`config.mk`:
```
export PLATFORM = sky130hd
export DESIGN_NAME = ps2_rx_fifo
export DESIGN_NICKNAME = d
export VERILOG_FILES = /design/src/rtl/ps2_rx_fifo.sv
export SDC_FILE = /design/constraint.sdc
export NUM_CORES = 1
export LEC_CHECK = 0
export ABC_AREA = 1
export ABC_CLOCK_PERIOD_IN_PS = 3390
export CAP_MARGIN = 0
export CORE_UTILIZATION = 58
export CTS_CLUSTER_SIZE = 12
export DETAILED_ROUTE_END_ITERATION = 6
export PLACE_DENSITY_LB_ADDON = 0.08
export SLEW_MARGIN = 20
export SYNTH_ARGS = -nofsm -noshare
export SYNTH_HDL_FRONTEND = slang
export SYNTH_SLANG_ARGS = --single-unit
```
`constraint.sdc`:
```
create_clock -name clk -period 3.39 [get_ports clk]
set_clock_uncertainty 0.2 [all_clocks]
set_input_delay 0.678 -clock clk [delete_from_list [all_inputs] [get_ports clk]]
set_output_delay 0.678 -clock clk [all_outputs]
set_load 0.01 [all_outputs]
```
`src/rtl/ps2_rx_fifo.sv`:
```
// PS/2 device-to-host receiver: glitch filter, start/odd-parity/stop check, inter-bit watchdog, FWFT scan-code FIFO.
// Latency: entry visible 2 cycles after the stop-bit falling edge; ticks are combinational state decodes.
// Backpressure: none toward the device; a frame completing into a full FIFO (no same-cycle pop) is dropped with overflow_tick.
module ps2_rx_fifo #(
    parameter int FILTER_LEN     = 8,
    parameter int TIMEOUT_CYCLES = 100000,
    parameter int FIFO_DEPTH     = 8,
    parameter bit DROP_ERRORED   = 1'b0
) (
    input  logic                              clk,
    input  logic                              reset,
    input  logic                              ps2d,
    input  logic                              ps2c,
    input  logic                              rx_en,
    input  logic                              rd_en,
    output logic [7:0]                        dout,
    output logic                              dout_err,
    output logic                              empty,
    output logic                              full,
    output logic [$clog2(FIFO_DEPTH+1)-1:0]   count,
    output logic                              busy,
    output logic                              parity_err_tick,
    output logic                              frame_err_tick,
    output logic                              timeout_tick,
    output logic                              overflow_tick
);
    localparam int CW = $clog2(FIFO_DEPTH + 1);
    localparam int AW = $clog2(FIFO_DEPTH);
    localparam int TW = $clog2(TIMEOUT_CYCLES);

    typedef enum logic [1:0] {IDLE, DATA, CHECK} state_t;

    logic [1:0]            c_sync, d_sync;
    logic [FILTER_LEN-1:0] filt_reg;
    logic                  fc_reg, fc_next, fall, ps2d_s;

    state_t        state, state_next;
    logic [3:0]    bit_cnt, bit_cnt_next;
    logic [9:0]    sreg, sreg_next;
    logic [TW-1:0] timer, timer_next;
    logic          perr, ferr, push_req, push, pop;

    logic [8:0]    mem [FIFO_DEPTH];
    logic [AW-1:0] wr_ptr, rd_ptr;

    assign ps2d_s = d_sync[1];

    // Lines idle high, so sync and filter reset to ones to avoid a spurious edge.
    always_ff @(posedge clk) begin
        if (reset) begin
            c_sync   <= 2'b11;
            d_sync   <= 2'b11;
            filt_reg <= '1;
            fc_reg   <= 1'b1;
        end else begin
            c_sync   <= {c_sync[0], ps2c};
            d_sync   <= {d_sync[0], ps2d};
            filt_reg <= {c_sync[1], filt_reg[FILTER_LEN-1:1]};
            fc_reg   <= fc_next;
        end
    end

    always_comb begin
        fc_next = fc_reg;
        if (&filt_reg)
            fc_next = 1'b1;
        else if (~|filt_reg)
            fc_next = 1'b0;
    end

    assign fall = fc_reg & ~fc_next;

    always_ff @(posedge clk) begin
        if (reset) begin
            state   <= IDLE;
            bit_cnt <= '0;
            sreg    <= '0;
            timer   <= '0;
        end else begin
            state   <= state_next;
            bit_cnt <= bit_cnt_next;
            sreg    <= sreg_next;
            timer   <= timer_next;
        end
    end

    assign perr = ~(^sreg[7:0] ^ sreg[8]);
    assign ferr = ~sreg[9];

    always_comb begin
        state_next      = state;
        bit_cnt_next    = bit_cnt;
        sreg_next       = sreg;
        timer_next      = timer;
        push_req        = 1'b0;
        parity_err_tick = 1'b0;
        frame_err_tick  = 1'b0;
        timeout_tick    = 1'b0;
        case (state)
            IDLE: begin
                if (fall && rx_en) begin
                    if (!ps2d_s) begin
                        bit_cnt_next = '0;
                        timer_next   = '0;
                        state_next   = DATA;
                    end else begin
                        frame_err_tick = 1'b1;
                    end
                end
            end
            DATA: begin
                // sreg fills from the top: data LSB ends in bit 0, stop in bit 9.
                if (fall) begin
                    sreg_next    = {ps2d_s, sreg[9:1]};
                    bit_cnt_next = bit_cnt + 4'd1;
                    timer_next   = '0;
                    if (bit_cnt == 4'd9)
                        state_next = CHECK;
                end else if (timer == TW'(TIMEOUT_CYCLES - 1)) begin
                    timeout_tick = 1'b1;
                    state_next   = IDLE;
                end else begin
                    timer_next = timer + TW'(1);
                end
            end
            CHECK: begin
                parity_err_tick = perr;
                frame_err_tick  = ferr;
                push_req        = !(DROP_ERRORED && (perr || ferr));
                state_next      = IDLE;
            end
            default: state_next = IDLE;
        endcase
    end

    assign busy = (state != IDLE);

    // A pop in the same cycle frees the slot, so a push into a full FIFO still lands.
    assign pop           = rd_en & ~empty;
    assign push          = push_req & (~full | rd_en);
    assign overflow_tick = push_req & full & ~rd_en;

    always_ff @(posedge clk) begin
        if (push)
            mem[wr_ptr] <= {perr | ferr, sreg[7:0]};
    end

    always_ff @(posedge clk) begin
        if (reset) begin
            wr_ptr <= '0;
            rd_ptr <= '0;
            count  <= '0;
        end else begin
            if (push)
                wr_ptr <= wr_ptr + AW'(1);
            if (pop)
                rd_ptr <= rd_ptr + AW'(1);
            case ({push, pop})
                2'b10:   count <= count + CW'(1);
                2'b01:   count <= count - CW'(1);
                default: count <= count;
            endcase
        end
    end

    assign empty    = (count == '0);
    assign full     = (count == CW'(FIFO_DEPTH));
    assign dout     = empty ? 8'h00 : mem[rd_ptr][7:0];
    assign dout_err = empty ? 1'b0 : mem[rd_ptr][8];
endmodule
```
; ---- Word level (Yosys, flattened, before mapping)
; Memory sizes are Yosys's and may differ from the RTL's. A register that Yosys moved wholly into a read port is not among the register bits.
; Cells that the tools add are included.
[word_totals]
word_cells = 90
out_inout_bits = 20
input_bits = 6
n_memories = 1
register_bits = 56
ramBits = 72
[op_classes]
n_bitwise = 14
mux = 32
reduce_logical = 13
addsub = 6
eq_ne = 13
[memory_table]
columns = memory, words, word_bits, rd, rd_ports_with_merged_regs, wr, line_no
row1 = mem, 8, 9, 1, 1, 1, 43  ; logic [8:0] mem [FIFO_DEPTH];
[ops]
columns = op, n
row1 = two-way mux 17 bit, 4
row2 = one-hot mux 17 bit (2 select lines), 1
row3 = adder 17 x 1 -> 17 bit (second input constant), 1
row4 = == test 17 bit (second input constant), 1
row5 = one-hot mux 4 bit (2 select lines), 2
row6 = two-way mux 1 bit, 12
row7 = two-way mux 4 bit, 3
row8 = AND reduction 4 bit, 3
row9 = two-way mux 2 bit, 5
row10 = != test 3 bit (second input constant), 3
row11 = adder 4 x 1 -> 4 bit (second input constant), 2
row12 = == test 4 bit (second input constant), 2
row13 = two-way mux 8 bit, 1
row14 = AND reduction 8 bit, 1
row15 = OR reduction 8 bit, 1
row16 = parity 8 bit, 1
row17 = adder 3 x 1 -> 3 bit (second input constant), 2
row18 = two-way mux 3 bit, 2
row19 = != test 2 bit (second input constant), 3
row20 = inverter 1 bit, 6
row21 = nonzero test 2 bit, 3
row22 = AND 1 bit, 5
row23 = == test 2 x 1 -> 1 bit (second input constant), 2
row24 = == test 2 bit (second input constant), 2
row25 = 9 further kinds, 10

; ---- Logic depth before layout (Yosys ltp)
[depth]
word_depth = 8
ltp_mapped = 13
depth_no_buf = 12

; ---- Worst setup path before layout
; OpenSTA, ideal clock, no wires.
[synth_path]
path_kind = register -> register
from = register count[3]
to = register count[2]
path_stages_with_launch = 12
t_arrival_ns = 2.198
slack_ns = 0.877
setup_time_ns = 0.115
path_cell_list = dfxtp_1 inv_1 nor4_1 nand2_1 nand2_1 ha_1 xor2_1 ha_1 a21oi_1 xnor2_1 o21ai_0 inv_1
[synth_via]
elab_chain_cells = 6
word_cells_on_any_way = 11
[synth_lines]
columns = element, line_no
row1 = start: declaration, 20  ; output logic [$clog2(FIFO_DEPTH+1)-1:0] count,
row2 = start signal: assignment, 159  ; 2'b10: count <= count + CW'(1);
row3 = start signal: assignment, 160  ; 2'b01: count <= count - CW'(1);
row4 = start signal: assignment, 161  ; default: count <= count;
row5 = == test 4 bit *, 167  ; assign full = (count == CW'(FIFO_DEPTH));
row6 = named net full, 19  ; output logic full,
row7 = inverter 1 bit *, 140  ; assign push = push_req & (~full | rd_en);
row8 = bitwise OR 1 bit *, 140
row9 = AND 1 bit *, 140
row10 = == test 2 x 1 -> 1 bit / == test 2 bit (equally long branches), 158  ; case ({push, pop})
row11 = one-hot mux 4 bit (2 select lines) / nonzero test 2 bit (equally long branches), n/a
; The timed path passes the listed nets; every way through them passes the cells marked *.
; A chain may end at the register's enable or synchronous reset.

; ---- Worst setup path after layout
[layout_path]
from = register timer[1]
to = output timeout_tick
[layout_via]
elab_chain_cells = 4
[layout_lines]
columns = element, line_no
row1 = start: declaration, 40  ; logic [TW-1:0] timer, timer_next;
row2 = start signal: assignment, 83  ; timer <= timer_next;
row3 = == test 17 bit, 119  ; end else if (timer == TW'(TIMEOUT_CYCLES - 1)) begin
row4 = two-way mux 1 bit, 119
row5 = two-way mux 1 bit, 113  ; if (fall) begin
row6 = two-way mux 1 bit, 99  ; case (state)
row7 = end: declaration, 24  ; output logic timeout_tick,
; No other way between the ends.

==> flow_summary.toml <==
[timing]
slew_violations = 0
period_minus_slack_ns = 3.237
relSlewSlack = 0.5239
tightest_slew_ns = 0.7133
timing.final.crit_share = 0.9548
max_freq_mhz = 308.9
fin_ws_ns = 0.1531
setup_violations = 0
hold_viol = 0

[worst_setup_path]
cp_top_family = "simple AND/OR/NAND/NOR gates"
critical_path_class = "reg -> out"
end_kind = "primary output"
startpoint = "timer[1]"
arrival_ns = 2.36
rr_startpoint = "count[0]"
critical-path-slowest-cell = "clkdlybuf4s50_1"
worstPathCellList = "ha_2 -> nand2_2 -> nor2_4 -> nand3_2 -> nor2_4 -> nand3_2 -> inv_1 -> clkdlybuf4s50_1"
critPathMaxFanout = 5
crit_path_start_kind = "flip-flop"
slowest_delay_ns = 0.53
critPathBufInv = 2
reg2reg_depth = 10
cp.required_ns = 2.51
r2r-end = "count[2]"
r2r_setup_slack_ns = 0.90

[clock_tree]
cts_made_buffers = 17
cts.sinks = 131
cts_root_buffer = "clkbuf_8"
cts_tree = "yes"
path_clk_slew_ns = 0.06
clkLatencyLatePin_ns = 0.51
cts_max_level = 4
clockBufferDepth = 2
holdBufCountCts = 0

[yosys]
ys_top_cells_by_area = "edfxtp_1 (37%), dfxtp_1 (20%), nor2_1 (8.2%)"
ys_seq_area_frac = 0.5696
ys_types = 37
synth_top_cells_by_count = "nor2_1 (129), edfxtp_1 (72), nand2_1 (67)"
synthFlopType = "edfxtp_1"
synth.avg_cell_area_um2 = 9.331
syn_nets = 643
synth_edf_count = 72
synthArstFlopShare = 0
yosysWarnings = 0
synth_top_area_share = 0.3684
synth_top_area_cell = "edfxtp_1"
yosysMostFrequentCell = "nor2_1"
netlist_area_um2 = 5869
synthCells = 629
ys_seq_elements = 131

[grt]
overflow = 0
first_global_vias = 4214
grt_pass1_wl_mm = 20.00
antenna_found_initial = 0
grt_usage = 0.2572
grt_max_degree = 37

[cells_and_area]
reg_top3 = "mem x72, timer x17, sreg x10"
fin_nets = 685
diodes = 0
syn_to_final_growth_pct = 17.54
n_fill_cell = 746
finalNonFillerCells = 817
largest_reg_flops = 72
top_register = "mem"
layout-drive-gt1-share = 0.1462

[pwr]
p_leak_nw = 2.481
powerDensity_nw_per_um2 = 683.5
vdd_drop_max_v = 0.0004027

[flow_run]
max-cap-violations = 0

[run_status]
outcome = "complete, no violations"

[hold_path]
min-delay-start = "c_sync[1]"
hold_path_depth = 1
hold_class = "reg -> reg"
whs_endpoint = "filt_reg[7]"

[floorplan]
core_um2 = 9774
die_w_um = 102.6
ioPinCount = 26
initial_core_util = 0.6005
dieArea_um2 = 10530
std_cell_rows = 36
die_y_um = 102.6

[routing]
drt_pass1_iterations = 4
first_iter_violations = 250
ant_nets = 0
wire_per_inst_um = 15.08
remaining_drc_errors = 0
avgViaCountPerCell = 5.397
via_count = 4409
routed_wl_mm = 12.32

[place]
place_inst = 784
post-place-ws_ns = 0.3126
place_congestion = 0.9099
dp_hpwl_mm = 7.962
io_buffers = 25
[report_power, final]
group	total (mW)	switching, mW	internal (mW)
Sequential	1.78	0.0638	1.71
Combinational	1.14	0.651	0.485
Clock	1.80	0.626	1.18
[layer usage]
layer  track usage  wire length (um)  up-vias
li1              -                 -     2236
met1        0.3091              5303     2060
met2        0.4492              6412      102
met3       0.05627               487       11
met4        0.1022               116        0
met5             0                 0        -
[kinds of logic (layout without fill, tap and decap cells)]
logic type | count (synthesis) | after routing | synth area share
buffers and inverters | 67 | 122 | 0.05329
and+or+nand+nor | 286 | 286 | 0.2198
xor gates and xnor gates | 14 | 14 | 0.02089
adders and majority gates | 8 | 8 | 0.01705
AOI/OAI and AO/OA | 123 | 123 | 0.1194
DFF | 131 | 131 | 0.5696
[placed cells by master (no fill, tap or decap), types with 18 or more instances in the layout]
cell type	netlist	final
a21oi_1	27	27
buf_4	0	18
clkdlybuf4s50_1	0	25
dfxtp_1	59	56
edfxtp_1	72	72
inv_1	43	43
nand2_1	67	67
nand3_1	31	31
nor2_1	129	129
o21ai_0	63	63
[final cells by class]
| cell class | instances | area [um2] | share of cell area |
|---|---|---|---|
| sequential | 131 | 3347 | 0.4851 |
| multi-input combinational | 431 | 2216 | 0.3212 |
| clock buffer | 19 | 421.7 | 0.06112 |
| timing repair buffer | 45 | 411.6 | 0.05967 |
| inverter | 45 | 171.4 | 0.02485 |
| tap | 133 | 166.4 | 0.02412 |
| clock inverter | 13 | 165.2 | 0.02394 |
[how the worst max path moves through the flow]
stage | endpoint | slack (ns) | cells after the start
floorplan | count[2] | 0.88 | 11
global placement | frame_err_tick | 0.35 | 4
detailed placement | frame_err_tick | 0.31 | 4
CTS | parity_err_tick | 0.01 | 7
global route | dout_err | -0.004 | 6
finish | timeout_tick | 0.15 | 8
[what timing repair did]
action                     CTS  global route
setup buffers                0             1
gates resized for setup      0             7
setup endpoints to repair    0            11
[through the flow]
step | util | hold WS (ns) | cell area (um2) | TNS (ns) | power (mW)
CTS | 0.7033 | 0.2097 | 6874 | 0 | 4.703
global route | 0.7058 | 0.2165 | 6899 | -0.003816 | 4.934
detailed placement | 0.6432 | 0.1958 | 6287 | 0 | 2.895
floorplan | - | 0.1895 | 5869 | 0 | 2.451
global placement | 0.6432 | 0.1942 | 6287 | 0 | 2.864
finish | 0.7058 | 0.2079 | 6899 | 0 | 4.716
Note: power is estimated with default switching activity, not from simulation.
